<file path="src/rtl/uart_alu_ctrl_if.sv">
// UART <-> ALU controller bus: receiver/transmitter handshakes plus the
// registered operand/result signals exchanged with the external ALU.
interface uart_alu_ctrl_if #(
   parameter int N = 8
);
   logic         rx_done_tick;
   logic [N-1:0] rx_data;
   logic [N-1:0] alu_result;
   logic         tx_done_tick;
   logic [N-1:0] alu_a;
   logic [N-1:0] alu_b;
   logic [N-1:0] alu_op;
   logic         tx_start;
   logic [N-1:0] tx_data;
   logic         err_ovr;
   logic         err_tmo;

   modport slave (
      input  rx_done_tick, rx_data, alu_result, tx_done_tick,
      output alu_a, alu_b, alu_op, tx_start, tx_data, err_ovr, err_tmo
   );

   modport master (
      output rx_done_tick, rx_data, alu_result, tx_done_tick,
      input  alu_a, alu_b, alu_op, tx_start, tx_data, err_ovr, err_tmo
   );
endinterface

</file>
<file path="src/rtl/uart_alu_ctrl.sv">
// Collects an A/B/OP byte frame from a UART receiver, drives the ALU operands,
// captures the result and hands it to the UART transmitter.
module uart_alu_ctrl #(
   parameter int N       = 8,
   parameter int TIMEOUT = 100000
) (
   input  logic           clk,
   input  logic           reset,
   uart_alu_ctrl_if.slave bus
);
   localparam int CW = (TIMEOUT > 1) ? $clog2(TIMEOUT) : 1;
   localparam logic [CW-1:0] TMO_LAST = CW'(TIMEOUT - 1);

   typedef enum logic [2:0] {S_A, S_B, S_OP, S_CALC, S_SEND, S_WAIT} state_t;

   state_t        state_q, state_d;
   logic [CW-1:0] cnt_q;
   logic [N-1:0]  a_q, b_q, op_q, tx_q;
   logic          tx_start_q, err_ovr_q, err_tmo_q;
   logic          ld_a, ld_b, ld_op, ld_tx, start_d, ovr_d, tmo_d, cnt_inc, expired;

   assign expired = (cnt_q == TMO_LAST);

   always_comb begin
      state_d = state_q;
      ld_a    = 1'b0;
      ld_b    = 1'b0;
      ld_op   = 1'b0;
      ld_tx   = 1'b0;
      start_d = 1'b0;
      ovr_d   = 1'b0;
      tmo_d   = 1'b0;
      cnt_inc = 1'b0;
      case (state_q)
         S_A: if (bus.rx_done_tick) begin
            ld_a    = 1'b1;
            state_d = S_B;
         end
         S_B: if (bus.rx_done_tick) begin
            ld_b    = 1'b1;
            state_d = S_OP;
         end else if (expired) begin
            tmo_d   = 1'b1;
            state_d = S_A;
         end else cnt_inc = 1'b1;
         S_OP: if (bus.rx_done_tick) begin
            ld_op   = 1'b1;
            state_d = S_CALC;
         end else if (expired) begin
            tmo_d   = 1'b1;
            state_d = S_A;
         end else cnt_inc = 1'b1;
         // tx_start is registered here so it is high exactly while in S_SEND
         S_CALC: begin
            ovr_d   = bus.rx_done_tick;
            ld_tx   = 1'b1;
            start_d = 1'b1;
            state_d = S_SEND;
         end
         S_SEND: begin
            ovr_d   = bus.rx_done_tick;
            state_d = S_WAIT;
         end
         S_WAIT: begin
            ovr_d = bus.rx_done_tick;
            if (bus.tx_done_tick) state_d = S_A;
         end
         default: state_d = S_A;
      endcase
   end

   always_ff @(posedge clk) begin
      if (reset) begin
         state_q    <= S_A;
         cnt_q      <= '0;
         a_q        <= '0;
         b_q        <= '0;
         op_q       <= '0;
         tx_q       <= '0;
         tx_start_q <= 1'b0;
         err_ovr_q  <= 1'b0;
         err_tmo_q  <= 1'b0;
      end else begin
         state_q <= state_d;
         // every accepted byte changes state, so a state change covers both clears
         if (state_d != state_q) cnt_q <= '0;
         else if (cnt_inc)       cnt_q <= cnt_q + 1'b1;
         if (ld_a)  a_q  <= bus.rx_data;
         if (ld_b)  b_q  <= bus.rx_data;
         if (ld_op) op_q <= bus.rx_data;
         if (ld_tx) tx_q <= bus.alu_result;
         tx_start_q <= start_d;
         err_ovr_q  <= ovr_d;
         err_tmo_q  <= tmo_d;
      end
   end

   assign bus.alu_a    = a_q;
   assign bus.alu_b    = b_q;
   assign bus.alu_op   = op_q;
   assign bus.tx_data  = tx_q;
   assign bus.tx_start = tx_start_q;
   assign bus.err_ovr  = err_ovr_q;
   assign bus.err_tmo  = err_tmo_q;
endmodule

</file>
<file path="src/flat_wrapper.sv">
// flat-port wrapper written by rule: the top's interface ports become plain ports
module uart_alu_ctrl_flat 
#(
   parameter int N       = 8,
   parameter int TIMEOUT = 100000
)
  (clk, reset, bus_rx_done_tick, bus_rx_data, bus_alu_result, bus_tx_done_tick, bus_alu_a, bus_alu_b, bus_alu_op, bus_tx_start, bus_tx_data, bus_err_ovr, bus_err_tmo);
  uart_alu_ctrl_if #(.N(N)) bus_i ();
  input  logic clk;
  input  logic reset;
  input wire logic [$bits(bus_i.rx_done_tick)-1:0] bus_rx_done_tick;
  input wire logic [$bits(bus_i.rx_data)-1:0] bus_rx_data;
  input wire logic [$bits(bus_i.alu_result)-1:0] bus_alu_result;
  input wire logic [$bits(bus_i.tx_done_tick)-1:0] bus_tx_done_tick;
  output wire logic [$bits(bus_i.alu_a)-1:0] bus_alu_a;
  output wire logic [$bits(bus_i.alu_b)-1:0] bus_alu_b;
  output wire logic [$bits(bus_i.alu_op)-1:0] bus_alu_op;
  output wire logic [$bits(bus_i.tx_start)-1:0] bus_tx_start;
  output wire logic [$bits(bus_i.tx_data)-1:0] bus_tx_data;
  output wire logic [$bits(bus_i.err_ovr)-1:0] bus_err_ovr;
  output wire logic [$bits(bus_i.err_tmo)-1:0] bus_err_tmo;
  assign bus_i.rx_done_tick = bus_rx_done_tick;
  assign bus_i.rx_data = bus_rx_data;
  assign bus_i.alu_result = bus_alu_result;
  assign bus_i.tx_done_tick = bus_tx_done_tick;
  assign bus_alu_a = bus_i.alu_a;
  assign bus_alu_b = bus_i.alu_b;
  assign bus_alu_op = bus_i.alu_op;
  assign bus_tx_start = bus_i.tx_start;
  assign bus_tx_data = bus_i.tx_data;
  assign bus_err_ovr = bus_i.err_ovr;
  assign bus_err_tmo = bus_i.err_tmo;
  uart_alu_ctrl #(.N(N), .TIMEOUT(TIMEOUT)) u_core (.clk(clk), .reset(reset), .bus(bus_i));
endmodule
</file>
<file path="config.mk">
export PLATFORM = sky130hd
export DESIGN_NAME = uart_alu_ctrl_flat
export DESIGN_NICKNAME = d
export VERILOG_FILES = /design/src/rtl/uart_alu_ctrl_if.sv /design/src/rtl/uart_alu_ctrl.sv /design/src/flat_wrapper.sv
export SDC_FILE = /design/constraint.sdc
export NUM_CORES = 1
export LEC_CHECK = 0
export BUFFER_PORTS_ARGS = -buffer_cell sky130_fd_sc_hd__buf_2
export CAP_MARGIN = 20
export CORE_UTILIZATION = 53
export DETAILED_ROUTE_END_ITERATION = 10
export PLACE_DENSITY_LB_ADDON = 0.2
export SLEW_MARGIN = 5
export SYNTH_ARGS = -nofsm -noshare
export SYNTH_HDL_FRONTEND = slang
export SYNTH_SLANG_ARGS = --single-unit
</file>
<file path="constraint.sdc">
create_clock -name clk -period 2.5 [get_ports clk]
set_clock_uncertainty 0.05 [all_clocks]
set_input_delay 0 -clock clk [delete_from_list [all_inputs] [get_ports clk]]
set_output_delay 0 -clock clk [all_outputs]
set_load 0.03 [all_outputs]
</file>
==> impl_results.md, run 1 <==
- Status: completed
- Overall Global Routing Usage: 24.3%
- Core area: 4320 um^2
- Antenna fix cells: 0
- Sequential-to-total area share from yosys stat: 46.2%
- DR pass1 iterations: 4
- Fin crit share: 89.5%
- Setup slack, reg-to-reg: 0.26 ns
- Post-route DRC: 0
- Drt total wl: 5530 um
- Post-route ant nets: 0
- Required time worst endpoint: 2.67 ns
- Synth Warn #: 0
- Final setup vio count: 0
- Worst-Margin Slew: 0.553 ns
- P_int: 1.21 mW
- PwrDens: 553 nW/um^2
- Vias in the first global route: 2,055
- Row count: 24
- Fin crit period: 2.24 ns
- Crit Path Class: flop to flop
- Via count: 2,307
- Mean Syn Cell Area: 8.16 um^2
- Worst-path maximum fanout: 8
- Initial antenna violation count: 0
- First-pass GRT wire length: 9460 um
- Logic gate share of total power: 13.9%
- Area growth syn-to-layout: 25.2%
- Max Freq: 447 MHz
- IO buf count: 54
- Routed vias/inst: 5.59
- CTS Root Cell: clkbuf_8
- Total grt overflow: 0
- Slew Limit Headroom: 63.0%
- Die area: 4770 um^2
- Hold Path Class: input pin to flop
- Final hold viol count: 0
- Max-cap viol count: 0
- Crit end category: flop
- Worst Path Arrival: 2.41 ns
- Die Y: 69.0 um
- GPL Wtd Cong: 0.810
- Clock sink total: 55
- Worst-path clk slew: 0.09 ns
- Netlist cell types: 37
- Clk_lat worst skew: 0.30 ns
- CTS tree: done
- Synthesized net count: 313
- Final setup TNS: 0 ns
- Largest net degree at the start of global routing: 41
- Wirelength per Cell: 13.4 um
- Share of layout cells above drive strength 1: 20.2%
- CTS H-tree lvls: 2
- DR iter-0 viols: 123
- Seq pwr share: 55.5%
- Design Power: 1.65 mW
- Yosys reg bits: 55
- # Post-CTS Setup Buffers: 0
- Crit start category: flop
- Prevailing post-synth register cell: dfxtp_1
- Clock share of power: 30.6%
- Async SR Flop Fraction: 0%
- Die Width: 69.0 um
- # nets final: 381
- Num CTS Buffers: 5
- Max-slew violation count: 0
- Fillers: 368
- Cell area after synthesis: 2380 um^2
- Max Buffers Root-to-Sink: 2
- Maximum VDD drop: 321 uV
- Switching Power: 439 uW
- Post-synth EDFFs: 0
- Initial Util: 55.1%
- Final HPWL DP: 3620 um
- P_leak: 1.11 nW
- Post-synthesis instance total: 292
- Net Sw Frac: 26.6%
- I/O Pins: 55
- RSZ-0062 raised after global routing: false
-- layer usage --
metal,vias to the layer above,wire [um],global-route usage (%)
met5,-,0,0
met4,0,108,9.07
met3,11,315,4.39
met2,74,2570,38.6
met1,1035,2540,32.8
li1,1187,-,-
-- per-stage QoR --
stage	utilization, %	cells	area, um^2	setup WS [ns]	hold slack (ns)
2_1_floorplan	-	292	2380	0.352	0.0860
3_3_place_gp	62.5	387	2700	0.285	0.204
3_5_place_dp	62.5	387	2700	0.219	0.211
4_1_cts	68.9	413	2980	0.194	0.153
5_1_grt	69.0	413	2980	0.0874	0.179
6_report	69.0	413	2980	0.262	0.161
-- final timing paths --
path / startpoint / end / cells after the start
setup / recovery: u_core.cnt_q[0] / u_core.cnt_q[16] / 5
setup reg to reg: u_core.cnt_q[0] / u_core.cnt_q[16] / 5
hold / removal: reset / u_core.bus.tx_start / 3
hold reg to reg: u_core.bus.alu_b[1] / u_core.bus.alu_b[1] / 2
-- cells in the mapped netlist, types with 4 or more instances --
library cell / count / share of area [%]
a211oi_1: 15 / 4.7
a21oi_1: 37 / 7.8
and4_1: 4 / 1.5
clkbuf_1: 17 / 2.7
dfxtp_1: 55 / 46
nand2_1: 65 / 10
nand2b_1: 5 / 1.3
nand3_1: 14 / 2.9
nand4_1: 7 / 1.8
nor2_1: 8 / 1.3
nor3_1: 5 / 1.1
o21ai_0: 6 / 1.3
o31ai_1: 4 / 1.3
o41ai_1: 4 / 1.5
or3_1: 9 / 2.4
or4_1: 6 / 1.9
-- cells in the final DEF, fill, tap and decap left out, drive strengths merged --
cell	instances
or2	1
a21o	1
inv	3
and4	4
xor2	2
ha	1
nand4	8
or4	6
nor3	5
dfxtp	55
nor2	8
or3	9
nand2	65
o21ai	9
nor4bb	1
nor4b	1
clkbuf	7
xnor2	2
clkinv	1
nor4	1
o21bai	1
a21oi	37
a31oi	2
and3	1
buf	62
nand2b	5
dlygate4sd3	18
or3b	1
o41ai	4
a211oi	15
o31ai	4
nand3b	1
nor2b	2
nand3	15
or4b	3
-- repair_timing --
action,in CTS,in global routing
resized for setup,0,1
hold endpoints to repair,35,0
hold buffers,18,0
endpoints found under the setup margin,0,1
-- logic make-up (layout without fill, tap and decap cells) --
family	Yosys count	count (layout)	share of synthesized area (%)
fa+ha+maj	1	1	0.525
compound gates	73	73	18.5
buf+inv	22	91	3.57
xor+xnor	4	4	1.47
simple gates	137	137	29.7
flops	55	55	46.2
-- layout make-up --
cell class	count	area, um^2	share of cell area (%)
Sequential cell	55	1100	36.9
Tap cell	52	65.1	2.18
Multi-Input combinational cell	215	1200	40.2
Clock inverter	1	8.76	0.294
Inverter	3	11.3	0.378
Clock buffer	7	86.3	2.89
Timing Repair Buffer	80	510	17.1
-- state kept, by name (all words and copies together) (netlist names) --
name,count
u_core.cnt_q,17
u_core.bus.tx_start,1
u_core.bus.tx_data,8
u_core.state_q,3
u_core.bus.alu_a,8
u_core.bus.alu_b,8
u_core.bus.alu_op,8
u_core.bus.err_tmo,1
u_core.bus.err_ovr,1
-- power groups by stage --
| stage | clock network, mW | logic [mW] | registers [mW] |
|---|---|---|---|
| global route | 0.559 | 0.254 | 0.918 |
| finish | 0.505 | 0.230 | 0.915 |
| CTS | 0.523 | 0.229 | 0.915 |
| global placement | 0 | 0.206 | 0.934 |
| detailed placement | 0 | 0.206 | 0.935 |
| floorplan | 0 | 0.0982 | 0.970 |
-- worst max-delay path: stages, from the launching register on --
cell,delay (ns)
dfxtp_1,0.41
ha_1,0.25
nand4_2,0.15
or4_4,0.58
or4_1,0.48
a211oi_1,0.24
(Power assumes the default switching activity.)
==> inputs of run 2 (changes only) <==
--- a/config.mk
+++ b/config.mk
@@ -5,6 +5,7 @@
 export SDC_FILE = /design/constraint.sdc
 export NUM_CORES = 1
 export LEC_CHECK = 0
+export ABC_AREA = 1
 export BUFFER_PORTS_ARGS = -buffer_cell sky130_fd_sc_hd__buf_2
 export CAP_MARGIN = 20
 export CORE_UTILIZATION = 53
==> impl_results.md, run 2 <==
- Status: completed
- Post-synth EDFFs: 0 (unchanged)
- Area growth syn-to-layout: 22.2%
- Logic gate share of total power: 15.4% (+1.5 points)
- Routed vias/inst: 5.01 (-10%)
- # Post-CTS Setup Buffers: 0 (unchanged)
- Netlist cell types: 29 (-22%)
- Worst Path Arrival: 2.09 ns (-0.32 ns)
- Via count: 2,363 (+2.4%)
- Worst flop-to-flop path startpoint: u_core.cnt_q[0]
- Seq pwr share: 57.1% (+1.6 points)
- Max Buffers Root-to-Sink: 2 (unchanged)
- Crit start category: flop
- P_int: 1.18 mW (-2.9%)
- Cell area after synthesis: 2500 um^2 (+4.9%)
- CTS resizes: 0 (unchanged)
- Required time worst endpoint: 2.69 ns (+0.02 ns)
- Clock share of power: 27.6% (-3.0 points)
- Yosys reg bits: 55 (unchanged)
- Worst-path clk slew: 0.09 ns (about the same)
- Antenna fix cells: 0 (unchanged)
- Final hold viol count: 0 (unchanged)
- P_leak: 1.35 nW (+21%)
- Share of layout cells above drive strength 1: 21.2% (+0.97 points)
- Final setup TNS: 0 ns (unchanged)
- Sequential-to-total area share from yosys stat: 44.0% (-2.2 points)
- CTS Root Cell: clkbuf_8
- Fin crit share: 76.3% (-13 points)
- Clk_lat worst skew: 0.30 ns (about the same)
- Crit end category: flop
- Die area: 5000 um^2 (+4.8%)
- Mux share of post-synthesis cell area: 0% (unchanged)
- Fin crit period: 1.91 ns (-0.331 ns)
- GPL Wtd Cong: 0.861 (+6.4%)
- Max-cap viol count: 0 (unchanged)
- Synthesized net count: 369 (+18%)
- Row count: 24 (unchanged)
- Clock sink total: 55 (unchanged)
- Top cells by area, synth: dfxtp_1 44%, nor2_1 11%, nand2_1 8.9%, o21ai_0 6.6%, inv_1 5.7%
- CTS H-tree lvls: 2 (unchanged)
- Fin Hold WS: 0.0397 ns (-0.122 ns)
- Async SR Flop Fraction: 0% (unchanged)
- Synth cell count leaders: 74 x nor2_1, 59 x nand2_1, 55 x dfxtp_1
- First-pass GRT wire length: 9120 um (-3.6%)
- I/O Pins: 55 (unchanged)
- Most used cell, CP: nand2_2
- Initial Util: 56.3% (+1.2 points)
- Worst-path maximum fanout: 21 (+13)
- Slew Limit Headroom: 65.5% (+2.5 points)
- Most frequent cells in the layout: 74 x nor2_1, 59 x nand2_1, 55 x dfxtp_1
- Pre-CTS setup slack: 0.609 ns (+0.391 ns)
- Final HPWL DP: 3820 um (+5.7%)
- PwrDens: 529 nW/um^2 (-4.3%)
- Worst-Margin Slew: 0.517 ns (-0.0366 ns)
- Adder-cell share of the synthesized area: 0.501% (-0.025 points)
- Crit Path Class: flop to flop
- Num CTS Buffers: 5 (unchanged)
- IO buf count: 54 (unchanged)
- Core area: 4440 um^2 (+2.8%)
- Setup slack, reg-to-reg: 0.59 ns (+0.33 ns)
- Hold Path Class: input pin to flop
- Compound-cell area share of the yosys netlist: 11.5% (-7.0 points)
- Delay-heaviest family, CP: simple AND/OR/NAND/NOR gates
- Final instance area: 3060 um^2 (+2.4%)
- Switching Power: 441 uW (+0.51%)
- Post-route DRC: 0 (unchanged)
- Critical Path Max Stage Delay: 0.41 ns (-0.17 ns)
- Post-Synth Simple-Gate Area: 33.2% (+3.6 points)
- Total grt overflow: 0 (unchanged)
- Synth area leader: dfxtp_1
- Min-delay src: bus_tx_done_tick
- Overall Global Routing Usage: 22.7% (-1.5 points)
- Initial antenna violation count: 0 (unchanged)
- Die Width: 70.7 um (+2.4%)
- Design Power: 1.62 mW (-2.0%)
- WP buf/inv: 3 (+3)
- RSZ-0062 raised after global routing: false
- CTS tree: done
- Post-route ant nets: 0 (unchanged)
- Post-synthesis instance total: 348 (+19%)
- Worst path cell trace: ha_1, nand2_2, inv_2, nand2_1, nor2_2, nand2_2, nand2_2, inv_2, o21ai_0, inv_1, nor2_2
- CTS Hold Buffers Added: 18 (unchanged)
- Net Sw Frac: 27.3% (+0.69 points)
- Wirelength per Cell: 11.8 um (-12%)
- Largest net degree at the start of global routing: 25 (-39%)
- Yosys top cell area share: 44.0% (-2.2 points)
- Vias in the first global route: 2,093 (+1.8%)
- Max-slew violation count: 0 (unchanged)
- Max FFs per register: 17 (unchanged)
- Crit path from: u_core.cnt_q[0]
- # nets final: 442 (+16%)
- Prevailing post-synth register cell: dfxtp_1
- Die Y: 70.7 um (+2.4%)
- Main combinational cell family by area after synthesis: simple AND/OR/NAND/NOR gates
- Final setup vio count: 0 (unchanged)
- Post-DP Area: 2800 um^2 (+3.7%)
- Max Freq: 525 MHz (+17%)
- Synth Area in XOR/XNOR: 2.80% (+1.3 points)
- DR pass1 iterations: 4 (unchanged)
- Most common cell in the netlist: nor2_1
- Synth Warn #: 0 (unchanged)
- Final worst slack: 0.593 ns (+0.331 ns)
- DR iter-0 viols: 88 (-28%)
- Commonest non-fill, non-tap cell in the layout: nor2_1
- Maximum VDD drop: 428 uV (+34%)
- Worst path slowest cell: dfxtp_1
- Largest reg by FF count: u_core.cnt_q
- Drt total wl: 5580 um (+0.89%)
- Mean Syn Cell Area: 7.18 um^2 (-12%)
## run 2: cell count changes after synthesis, sizes merged, moves of 8 or more
cell / delta
nor2: +80
inv: +39
a21oi: -32
o21ai: +25
a211oi: -15
clkbuf: -14
or3: -9
a22o: +8
## run 2: kinds of logic after synthesis
kind of cell / after synthesis
AO/OA/AOI/OAI: 48
AND/OR/NAND/NOR: 187
adder cells (fa/ha/maj): 1
XOR/XNOR: 8
flip-flops: 55
buffers and inverters: 49
## run 2: path summary, 6_finish.rpt
path,end,cells past startpoint
max reg2reg,u_core.cnt_q[8],11
max,u_core.cnt_q[8],11
min reg2reg,u_core.bus.alu_a[4],2
min,u_core.state_q[2],4
## run 2: metal layers
layer,share of wire [%],track usage (%),vias to the layer above,wire [um]
li1,-,-,1241,-
met2,49,38.5,46,2720
met5,0,0,-,0
met3,4.3,6.13,9,241
met1,45,28.3,1067,2540
met4,1.4,7.11,0,78
## run 2: final cells by class
class / count / area, um^2
inverters: 42 / 158
multi-input cells: 244 / 1200
repair buffers: 73 / 458
well taps: 52 / 65.1
clock buffers: 6 / 72.6
flip-flops and latches: 55 / 1100
fillers: 388 / 1390
## run 2: per-stage QoR
step | util, % | cells
floorplan | - | 348
finish | 68.8 | 472
CTS | 68.8 | 472
global route | 68.8 | 472
global placement | 63.1 | 448
detailed placement | 63.1 | 448
## run 2: worst min-delay path: stages
cell and delay, ns:
buf_2 0.08, nand2_1 0.04, nand3_1 0.12, a21oi_1 0.09
## run 2: power by group through the flow
stage | clock (mW) | combinational [mW] | sequential, mW
floorplan | 0 | 0.109 | 0.995
global placement | 0 | 0.221 | 0.941
detailed placement | 0 | 0.223 | 0.942
CTS | 0.456 | 0.247 | 0.922
global route | 0.496 | 0.269 | 0.926
finish | 0.446 | 0.248 | 0.922
==> inputs of run 3 (changes only) <==
--- a/config.mk
+++ b/config.mk
@@ -5,7 +5,7 @@
 export SDC_FILE = /design/constraint.sdc
 export NUM_CORES = 1
 export LEC_CHECK = 0
-export ABC_AREA = 1
+export ABC_AREA = 0
 export BUFFER_PORTS_ARGS = -buffer_cell sky130_fd_sc_hd__buf_2
 export CAP_MARGIN = 20
 export CORE_UTILIZATION = 53
==> constraint.sdc (replaced) <==
create_clock -name clk -period 1.85 [get_ports clk]
set_clock_uncertainty 0.05 [all_clocks]
set_input_delay 0 -clock clk [delete_from_list [all_inputs] [get_ports clk]]
set_output_delay 0 -clock clk [all_outputs]
set_load 0.03 [all_outputs]
==> impl_results.md, run 3 (synthesis gave the netlist of run 1 again) <==
- Vias in the first global route: 2,466 (+18%)
- Failing checks: negative setup slack
- Most frequent cells in the layout: 65 x nand2_1, 54 x buf_2, 50 x dfxtp_1
- Die Width: 69.0 um (-2.3%)
- Antenna fix cells: 0 (unchanged)
- CTS Root Cell: clkbuf_8
- Commonest non-fill, non-tap cell in the layout: nand2_1
- Maximum VDD drop: 524 uV (+22%)
- Share of layout cells above drive strength 1: 34.9% (+14 points)
- Worst r2r dst: u_core.cnt_q[15]
- Fin crit period: 1.95 ns (+0.0431 ns)
- Fin crit share: 105% (+29 points)
- Crit Path Class: flop to flop
- Final instance area: 3390 um^2 (+11%)
- PwrDens: 666 nW/um^2 (+26%)
- Largest net degree at the start of global routing: 22 (-12%)
- Final Util: 78.5% (+9.7 points)
- Min-delay src: reset
- Slew Limit Headroom: 74.0% (+8.5 points)
- Drt total wl: 6750 um (+21%)
- Wirelength per Cell: 15.1 um (+28%)
- Max-slew violation count: 0 (unchanged)
- DR iter-0 viols: 179 (+100%)
- Worst-path maximum fanout: 5 (-76%)
- Final hold viol count: 0 (unchanged)
- Row count: 24 (unchanged)
- Post-route ant nets: 0 (unchanged)
- Worst flop-to-flop path startpoint: u_core.cnt_q[8]
- Reg2Reg Depth: 4 (-7)
- Required time worst endpoint: 2.04 ns (-0.65 ns)
- Hold Path Class: input pin to flop
- IO buf count: 54 (unchanged)
- First-pass GRT wire length: 10,800 um (+18%)
- Worst Path Arrival: 2.14 ns (+0.05 ns)
- Hold path depth: 2 (-2)
- Via count: 2,545 (+7.7%)
- Final setup TNS: -0.511 ns (-0.511 ns)
- Largest reg by FF count: u_core.cnt_q
- Die area: 4770 um^2 (-4.6%)
- CTS H-tree lvls: 2 (unchanged)
- P_leak: 1.33 nW (-1.5%)
- Die Y: 69.0 um (-2.3%)
- GPL Wtd Cong: 0.839 (-2.6%)
- Clock sink total: 55 (unchanged)
- Final worst slack: -0.0996 ns (-0.693 ns)
- Status: complete, but fails checks
- Crit start category: flop
- CTS tree: done
- Initial antenna violation count: 0 (unchanged)
- Max-cap viol count: 0 (unchanged)
- Worst-Margin Slew: 0.389 ns (-0.128 ns)
- Max Buffers Root-to-Sink: 2 (unchanged)
- Crit end category: flop
- Worst hold endpoint: u_core.bus.alu_a[0]
- DR pass1 iterations: 4 (unchanged)
- Area growth syn-to-layout: 42.4%
- # nets final: 415 (-6.1%)
- Overall Global Routing Usage: 28.1% (+5.4 points)
- Final HPWL DP: 4350 um (+14%)
- Worst-path clk slew: 0.10 ns (about the same)
- Max Freq: 513 MHz (-2.2%)
- Initial Util: 55.1% (-1.2 points)
- Final setup vio count: 7 (+7)
- Num CTS Buffers: 5 (unchanged)
- Clk_lat worst skew: 0.31 ns (about the same)
- Core area: 4320 um^2 (-2.7%)
- Post-route DRC: 0 (unchanged)
- Total grt overflow: 0 (unchanged)
- Post-DP Area: 2990 um^2 (+6.8%)
- Max FFs per register: 17 (unchanged)
- Routed vias/inst: 5.69 (+14%)
- I/O Pins: 55 (unchanged)
- RSZ-0062 raised after global routing: true
- Setup slack, reg-to-reg: -0.1 ns (-0.69 ns)
[run 3: cell types whose count changed in the layout (fill, tap and decap cells not counted), sizes merged, moves of 5 or more]
cell	before	now
buf	55	96
and4	0	5
o21ai	34	9
or3	0	9
nand2b	0	5
or4	0	6
inv	42	4
a211oi	0	15
nor2	88	8
a21oi	5	37
a22o	8	0
[run 3: how the worst max path moves through the flow]
stage / from / end / slack (ns) / cells past startpoint
floorplan: u_core.cnt_q[1] / u_core.cnt_q[16] / -0.17 / 6
global placement: u_core.cnt_q[1] / u_core.cnt_q[16] / -0.06 / 5
detailed placement: u_core.state_q[2] / u_core.cnt_q[15] / -0.12 / 4
global route: u_core.cnt_q[1] / u_core.cnt_q[12] / -0.16 / 6
CTS: u_core.cnt_q[1] / u_core.cnt_q[16] / -0.1 / 5
finish: u_core.cnt_q[8] / u_core.cnt_q[15] / -0.1 / 4
[run 3: repair_timing]
| item | CTS | global route |
|---|---|---|
| hold buffers | 17 | 0 |
| cloned | 0 | 1 |
| pin swaps | 0 | 3 |
| hold endpoints to repair | 33 | 0 |
| gates resized for setup | 5 | 24 |
| setup buffers | 1 | 0 |
| endpoints found under the setup margin | 15 | 15 |
[run 3: report_power, final]
group          leakage (nW)  total [mW]  internal, mW  switching (mW)
clock                0.0483       0.666         0.268           0.399
combinational         0.830       0.361         0.139           0.222
sequential            0.448        1.23          1.21          0.0200
total                  1.33        2.26          1.62           0.641
[run 3: cell type report]
| cell class | count | area (um^2) |
|---|---|---|
| multi-input combinational | 216 | 1350 |
| sequential | 55 | 1110 |
| fill | 312 | 931 |
| timing repair buffer | 113 | 772 |
| clock buffer | 5 | 68.8 |
| tap | 52 | 65.1 |
| clock inverter | 3 | 18.8 |
| inverter | 3 | 11.3 |
[run 3: per-layer routing]
layer	vias up	routed length, um	track usage (%)
met5	-	0	0
li1	1253	-	-
met4	0	138	12.9
met3	13	283	6.58
met1	1209	2750	31.5
met2	70	3570	49.9
[run 3: worst max-delay path: stages (launching register included)]
cell      delay [ns]
dfxtp_2         0.36
or3b_4          0.38
or4_4           0.53
or3_4           0.39
a211oi_2        0.18
[run 3: through the flow]
stage | total power, mW | instances | hold WS, ns | setup slack (ns)
2_1_floorplan | 1.44 | 292 | 0.0860 | -0.167
3_3_place_gp | 1.57 | 420 | 0.204 | -0.0557
3_5_place_dp | 1.57 | 420 | 0.211 | -0.117
4_1_cts | 2.25 | 446 | 0.0275 | -0.0992
5_1_grt | 2.35 | 447 | 0.0476 | -0.156
6_report | 2.26 | 447 | 0.0355 | -0.0996
